<file path="config.mk">
export PLATFORM = sky130hd
export DESIGN_NAME = mmu_req_gen
export DESIGN_NICKNAME = d
export VERILOG_FILES = /design/src/rtl/mmu_req_gen.sv
export SDC_FILE = /design/constraint.sdc
export NUM_CORES = 1
export LEC_CHECK = 0
export BUFFER_PORTS_ARGS = -buffer_cell sky130_fd_sc_hd__buf_2
export CORE_AREA = 4 4 197 199
export CTS_CLUSTER_SIZE = 8
export DETAILED_ROUTE_END_ITERATION = 10
export DIE_AREA = 0 0 201 203
export PLACE_DENSITY = 0.86
export REMOVE_ABC_BUFFERS = 1
export SLEW_MARGIN = 15
export SYNTH_ARGS = -nofsm -noshare
export SYNTH_HDL_FRONTEND = slang
export SYNTH_SLANG_ARGS = --single-unit
</file>
<file path="constraint.sdc">
create_clock -name clk -period 3.25 [get_ports clk]
set_input_delay 0.65 -clock clk [delete_from_list [all_inputs] [get_ports clk]]
set_output_delay 0.65 -clock clk [all_outputs]
set_load 0.01 [all_outputs]
</file>
<file path="src/rtl/mmu_req_gen.sv">
// Client-side traffic generator for the MMU FIFOs: issues allocations, buffers the
// granted pages, frees them again and tallies failed responses over one run.

`ifndef REQ_ID_WIDTH
`define REQ_ID_WIDTH 8
`endif
`ifndef REQ_SIZE_TYPE_WIDTH
`define REQ_SIZE_TYPE_WIDTH 4
`endif
`ifndef ALL_PAGE_IDX_WIDTH
`define ALL_PAGE_IDX_WIDTH 12
`endif
`ifndef FAIL_REASON_WIDTH
`define FAIL_REASON_WIDTH 3
`endif

module mmu_req_gen #(
  parameter int MAX_HELD  = 16,
  parameter int HELD_PTR  = 4,
  parameter int CNT_WIDTH = 16
) (
  input  logic                            clk,
  input  logic                            rst_n,
  input  logic                            start,
  input  logic [CNT_WIDTH-1:0]            cfg_op_count,
  input  logic [`REQ_SIZE_TYPE_WIDTH-1:0] cfg_page_count,
  output logic                            alloc_req_push,
  output logic [`REQ_ID_WIDTH-1:0]        alloc_req_id,
  output logic [`REQ_SIZE_TYPE_WIDTH-1:0] alloc_req_page_count,
  input  logic                            alloc_req_fifo_full,
  output logic                            free_req_push,
  output logic [`REQ_ID_WIDTH-1:0]        free_req_id,
  output logic [`ALL_PAGE_IDX_WIDTH-1:0]  free_req_page_idx,
  output logic [`REQ_SIZE_TYPE_WIDTH-1:0] free_req_page_count,
  input  logic                            free_req_fifo_full,
  output logic                            alloc_rsp_pop,
  input  logic [`REQ_ID_WIDTH-1:0]        alloc_rsp_id,
  input  logic [`ALL_PAGE_IDX_WIDTH-1:0]  alloc_rsp_page_idx,
  input  logic                            alloc_rsp_fail,
  input  logic [`FAIL_REASON_WIDTH-1:0]   alloc_rsp_fail_reason,
  input  logic                            alloc_rsp_fifo_empty,
  output logic                            free_rsp_pop,
  input  logic [`REQ_ID_WIDTH-1:0]        free_rsp_id,
  input  logic                            free_rsp_fail,
  input  logic [`FAIL_REASON_WIDTH-1:0]   free_rsp_fail_reason,
  input  logic                            free_rsp_fifo_empty,
  output logic                            busy,
  output logic                            done,
  output logic [CNT_WIDTH-1:0]            alloc_fail_cnt,
  output logic [CNT_WIDTH-1:0]            free_fail_cnt
);

  localparam int ID_W   = `REQ_ID_WIDTH;
  localparam int PC_W   = `REQ_SIZE_TYPE_WIDTH;
  localparam int IDX_W  = `ALL_PAGE_IDX_WIDTH;
  localparam int HELD_W = HELD_PTR + 1;

  localparam logic [HELD_W-1:0] HELD_LIMIT = HELD_W'(MAX_HELD);

  localparam logic [1:0] ST_IDLE = 2'd0;
  localparam logic [1:0] ST_RUN  = 2'd1;
  localparam logic [1:0] ST_DONE = 2'd2;

  logic [1:0]           state_q, state_d;
  logic [CNT_WIDTH-1:0] n_q, n_d;
  logic [PC_W-1:0]      page_count_q, page_count_d;
  logic [ID_W-1:0]      next_id_q, next_id_d;
  logic [CNT_WIDTH-1:0] issued_q, issued_d;
  logic [CNT_WIDTH-1:0] alloc_rcvd_q, alloc_rcvd_d;
  logic [CNT_WIDTH-1:0] free_pushed_q, free_pushed_d;
  logic [CNT_WIDTH-1:0] free_rcvd_q, free_rcvd_d;
  logic [CNT_WIDTH-1:0] alloc_fail_cnt_q, alloc_fail_cnt_d;
  logic [CNT_WIDTH-1:0] free_fail_cnt_q, free_fail_cnt_d;
  logic [HELD_W-1:0]    held_q, held_d;
  logic                 alloc_pend_q, alloc_pend_d;
  logic                 free_pend_q, free_pend_d;
  logic [HELD_PTR-1:0]  wr_ptr_q, wr_ptr_d;
  logic [HELD_PTR-1:0]  rd_ptr_q, rd_ptr_d;
  logic [HELD_W-1:0]    buf_cnt_q, buf_cnt_d;

  logic [ID_W-1:0]  buf_id_q  [MAX_HELD];
  logic [IDX_W-1:0] buf_idx_q [MAX_HELD];

  logic in_run;
  logic buf_empty;
  logic buf_wr;
  logic alloc_bad;
  logic run_end;
  logic unused_rsp_fields;

  function automatic logic [CNT_WIDTH-1:0] sat_inc(input logic [CNT_WIDTH-1:0] v);
    return (v == {CNT_WIDTH{1'b1}}) ? v : v + CNT_WIDTH'(1);
  endfunction

  assign unused_rsp_fields = ^{free_rsp_id, alloc_rsp_fail_reason, free_rsp_fail_reason};

  assign in_run    = (state_q == ST_RUN);
  assign buf_empty = (buf_cnt_q == '0);
  assign buf_wr    = alloc_pend_q && !alloc_rsp_fail;
  assign alloc_bad = alloc_pend_q && alloc_rsp_fail;

  // held counts pages pushed but not yet freed or refused, so it bounds the buffer too
  assign alloc_req_push = in_run && (issued_q < n_q) && !alloc_req_fifo_full
                          && (held_q < HELD_LIMIT);
  assign alloc_rsp_pop  = in_run && !alloc_rsp_fifo_empty;
  assign free_req_push  = in_run && !buf_empty && !free_req_fifo_full;
  assign free_rsp_pop   = in_run && !free_rsp_fifo_empty;

  assign alloc_req_id         = alloc_req_push ? next_id_q : '0;
  assign alloc_req_page_count = alloc_req_push ? page_count_q : '0;
  assign free_req_id          = free_req_push ? buf_id_q[rd_ptr_q] : '0;
  assign free_req_page_idx    = free_req_push ? buf_idx_q[rd_ptr_q] : '0;
  assign free_req_page_count  = free_req_push ? page_count_q : '0;

  assign busy           = in_run;
  assign done           = (state_q == ST_DONE);
  assign alloc_fail_cnt = alloc_fail_cnt_q;
  assign free_fail_cnt  = free_fail_cnt_q;

  assign run_end = (issued_q == n_q) && (alloc_rcvd_q == n_q)
                   && (free_pushed_q == free_rcvd_q) && (held_q == '0)
                   && !alloc_pend_q && !free_pend_q;

  always_comb begin
    state_d          = state_q;
    n_d              = n_q;
    page_count_d     = page_count_q;
    next_id_d        = next_id_q;
    issued_d         = issued_q;
    alloc_rcvd_d     = alloc_rcvd_q;
    free_pushed_d    = free_pushed_q;
    free_rcvd_d      = free_rcvd_q;
    alloc_fail_cnt_d = alloc_fail_cnt_q;
    free_fail_cnt_d  = free_fail_cnt_q;
    alloc_pend_d     = alloc_rsp_pop;
    free_pend_d      = free_rsp_pop;

    if (alloc_req_push) begin
      next_id_d = next_id_q + ID_W'(1);
      issued_d  = issued_q + CNT_WIDTH'(1);
    end
    if (alloc_pend_q) begin
      alloc_rcvd_d = alloc_rcvd_q + CNT_WIDTH'(1);
      if (alloc_rsp_fail) alloc_fail_cnt_d = sat_inc(alloc_fail_cnt_q);
    end
    if (free_req_push) free_pushed_d = free_pushed_q + CNT_WIDTH'(1);
    if (free_pend_q) begin
      free_rcvd_d = free_rcvd_q + CNT_WIDTH'(1);
      if (free_rsp_fail) free_fail_cnt_d = sat_inc(free_fail_cnt_q);
    end

    held_d    = held_q + HELD_W'(alloc_req_push) - HELD_W'(alloc_bad) - HELD_W'(free_req_push);
    wr_ptr_d  = wr_ptr_q + HELD_PTR'(buf_wr);
    rd_ptr_d  = rd_ptr_q + HELD_PTR'(free_req_push);
    buf_cnt_d = buf_cnt_q + HELD_W'(buf_wr) - HELD_W'(free_req_push);

    case (state_q)
      ST_IDLE: begin
        if (start) begin
          n_d              = cfg_op_count;
          page_count_d     = cfg_page_count;
          next_id_d        = '0;
          issued_d         = '0;
          alloc_rcvd_d     = '0;
          free_pushed_d    = '0;
          free_rcvd_d      = '0;
          alloc_fail_cnt_d = '0;
          free_fail_cnt_d  = '0;
          held_d           = '0;
          wr_ptr_d         = '0;
          rd_ptr_d         = '0;
          buf_cnt_d        = '0;
          state_d          = (cfg_op_count == '0) ? ST_DONE : ST_RUN;
        end
      end
      ST_RUN:  if (run_end) state_d = ST_DONE;
      ST_DONE: state_d = ST_IDLE;
      default: state_d = ST_IDLE;
    endcase
  end

  always_ff @(posedge clk or negedge rst_n) begin
    if (!rst_n) begin
      state_q          <= ST_IDLE;
      n_q              <= '0;
      page_count_q     <= '0;
      next_id_q        <= '0;
      issued_q         <= '0;
      alloc_rcvd_q     <= '0;
      free_pushed_q    <= '0;
      free_rcvd_q      <= '0;
      alloc_fail_cnt_q <= '0;
      free_fail_cnt_q  <= '0;
      held_q           <= '0;
      alloc_pend_q     <= 1'b0;
      free_pend_q      <= 1'b0;
      wr_ptr_q         <= '0;
      rd_ptr_q         <= '0;
      buf_cnt_q        <= '0;
    end else begin
      state_q          <= state_d;
      n_q              <= n_d;
      page_count_q     <= page_count_d;
      next_id_q        <= next_id_d;
      issued_q         <= issued_d;
      alloc_rcvd_q     <= alloc_rcvd_d;
      free_pushed_q    <= free_pushed_d;
      free_rcvd_q      <= free_rcvd_d;
      alloc_fail_cnt_q <= alloc_fail_cnt_d;
      free_fail_cnt_q  <= free_fail_cnt_d;
      held_q           <= held_d;
      alloc_pend_q     <= alloc_pend_d;
      free_pend_q      <= free_pend_d;
      wr_ptr_q         <= wr_ptr_d;
      rd_ptr_q         <= rd_ptr_d;
      buf_cnt_q        <= buf_cnt_d;
    end
  end

  // Storage only; validity is tracked by the pointers and count above
  always_ff @(posedge clk) begin
    if (buf_wr) begin
      buf_id_q[wr_ptr_q]  <= alloc_rsp_id;
      buf_idx_q[wr_ptr_q] <= alloc_rsp_page_idx;
    end
  end

endmodule

</file>
==> out/results.tsv <==
metric	value	unit
status	finished with violations	
failing checks	negative setup slack	
Routed WL per cell	25.2	um
Pwr Total	20000	uW
main area contributors after synthesis	edfxtp_1 (48%), dfrtp_1 (18%), mux4_2 (11%)	
core area	0.0372	mm2
Period Utilization, post-route	106	%
YS warnings	0	
Setup WS pre-CTS	-0.290	ns
crit path launch type	flop	
vias in the first global route	13000	
TritonCTS clock tree	done	
worst setup margin	-0.191	ns
1st-pass router iterations	5	
initial antenna violation count	4	
Fillers	2456	
pwr dens	817	mW/mm2
Multi-input gate area	0.00667	mm2
grt met3 use	5.77	%
hold slack	0.0946	ns
Worst Setup Path Type	reg2reg	
vias post-DR	12500	
io pins	137	
Register Area	0.0133	mm2
IO buf count	122	
Synth Cell Area	0.0201	mm2
Max-cap violations	0	
antenna-violating nets left	0	
sequential fraction of the synthesis area	66.1	%
detailed-route DRC error count	0	
Post-synth top flop	edfxtp_1	
DR vias/cell	6.10	
Distinct cells, synth	54	
remaining global-route overflow	0	
RSZ-0062 raised after global routing	true	
DPL Wire Length	28500	um
number of synthesized flops with an enable pin	320	
CTS H-Tree Depth	3	
FP Rows	71	
Setup crit start	n_q[5]	
mean post-synth cell area	15.1	um2
grt met2 use	42.5	%
Area Growth Syn to Fin	21.7	%
worst slew pin tran	0.865	ns
clk slew on worst S/H paths	0.05	ns
leakage	0.00937	uW
CTS max path bufs	3	
Post-Syn Instances	1326	
area leader, netlist	edfxtp_1	
die height	203	um
worst clock skew	0.0125	ns
CP max stage cell	fa_2	
CTS buffer count	68	
Synth async-reset ratio	31.3	%
die span in x	201	um
Critical Path RT	3.73	ns
reg2reg start	n_q[5]	
CP max stage delay	0.53	ns
met1 Usage GRT	30.9	%
Slew headroom	42.2	%
starting density of the core	53.9	%
Final GP Congestion	0.841	
Clock Tree Root	clkbuf_16	
endpoints failing setup	34	
WP data arrival	3.92	ns
gr busiest metal	met2	
worst hold path class	in2async	
Total Routing Usage GR	25.0	%
Critical Path Fanout Max	2	
Fin. Hold Viols	0	
clk_lat worst skew	0.58	ns
Post-Route WL	51700	um
Tmin final	3.44	ns
share of layout cells above drive strength 1	29.1	%
CP Capture Type	flop	
first-pass GRT wire length	77700	um
Slew Limit Fails	0	
most common library cells after synthesis	edfxtp_1 (320), dfrtp_1 (146), nor2_1 (107)	
Fmax achieved	0.291	GHz
Yosys top cell area share	47.9	%
Yosys reg bits	466	
most frequent cell after synthesis	edfxtp_1	
Final Core Density	65.6	%
largest net degree at the start of global routing	72	
clk sinks	466	
initial DRC count	1088	
worst reg-to-reg setup slack	-0.19	ns
Peak VDD IR	0.716	mV
CP Cell Sequence	inv_2 -> ha_4 -> and3_4 -> a221o_1 -> a211o_1 -> nor3_4 -> inv_2 -> fa_2 -> inv_2 -> ha_4 -> ha_4 -> a21oi_4 -> nor2_2 -> or3_4 -> a21oi_2	
nets@finish	1662	
Die Footprint	0.0408	mm2
==> worst max-delay path, delay by kind of cell (launching register included) <==
family                     cells  cell delay, ns
and+or+nand+nor                4            0.81
AOI/OAI and AO/OA              4            0.87
buffers and inverters          3            0.21
DFF                            1            0.39
adders and majority gates      4            1.05
==> layout by cell type (no fill, tap or decap), types with 4 or more instances in the layout <==
master / count
a21oi_1: 31
and2_1: 29
and2_4: 20
and3_1: 17
and4_1: 5
buf_12: 16
buf_16: 4
buf_2: 102
buf_4: 62
buf_6: 23
clkbuf_1: 9
clkbuf_16: 74
dfrtp_1: 144
edfxtp_1: 320
ha_1: 34
ha_4: 6
inv_1: 36
inv_2: 7
mux2i_1: 10
mux4_2: 100
nand2_1: 80
nand2b_1: 4
nand3_1: 42
nand4_1: 35
nor2_1: 94
nor2_2: 13
nor2b_1: 4
nor3_1: 18
nor3_2: 4
nor4_1: 13
o21ai_0: 37
or3_1: 16
or4_1: 4
xnor2_1: 44
xor2_1: 58
==> final cells by class <==
class | count | area share, %
Timing Repair Buffer | 214 | 7.41
Multi-Input combinational cell | 762 | 27.3
Tap cell | 474 | 2.43
Sequential cell | 466 | 54.3
Clock buffer | 80 | 7.36
Antenna cell | 3 | 0.0307
Clock inverter | 6 | 0.451
Inverter | 44 | 0.691
==> repair_timing <==
action                                  CTS  global route
gates resized for setup                  47            40
hold buffers                              0             0
pin swaps                                19            11
setup buffers                             8             7
endpoints found under the setup margin   36            40
cloned                                    6             5
==> through the flow <==
stage | TNS [ns] | instances | instance area [um2]
after floorplan | -159.53 | 1272 | 19900
after global placement | -0.672 | 1938 | 21800
after detailed placement | -0.758 | 1938 | 21800
after CTS | -4.70 | 2038 | 24100
after global routing | -6.97 | 2048 | 24400
final | -4.21 | 2049 | 24400
==> logic make-up after synthesis <==
| kind of cell | after synthesis | synth area share, % |
|---|---|---|
| AO/OA/AOI/OAI | 92 | 2.60 |
| XOR/XNOR | 102 | 4.45 |
| flip-flops | 466 | 66.1 |
| adder cells (fa/ha/maj) | 43 | 2.79 |
| buffers and inverters | 98 | 1.84 |
| AND/OR/NAND/NOR | 415 | 10.5 |
| multiplexers | 110 | 11.7 |
==> registers in the layout, indices dropped and copies added (netlist names) <==
name and cells:
free_fail_cnt 16, state_q 2, held_q 5, rd_ptr_q 4, alloc_rcvd_q 16, next_id_q 8, issued_q 16, buf_id_q 128
free_pend_q 1, wr_ptr_q 4, buf_cnt_q 5, free_pushed_q 16, alloc_pend_q 1, n_q 16, buf_idx_q 192, alloc_fail_cnt 16
free_rcvd_q 16, page_count_q 4
==> where the power goes <==
| part | switching [uW] | internal [uW] |
|---|---|---|
| clock | 2490 | 3890 |
| combinational | 2790 | 3240 |
| sequential | 608 | 6950 |
| total | 5890 | 14100 |
==> layer usage <==
metal  wire, um  vias to the layer above
met3       4360                      151
met5          7                        -
met1      18400                     6305
met4       2420                        2
met2      26500                      615
li1           -                     5426
==> worst paths after layout <==
path                                     endpoint  depth (start not counted)
worst max register to register          held_q[4]                         15
max in group asynchronous         page_count_q[1]                          2
worst min register to register    page_count_q[0]                          2
worst min-delay path            free_fail_cnt[15]                          1
worst max-delay path                    held_q[4]                         15
min in group clk                     alloc_pend_q                          2
No activity file was read; power rests on OpenSTA's default activity.
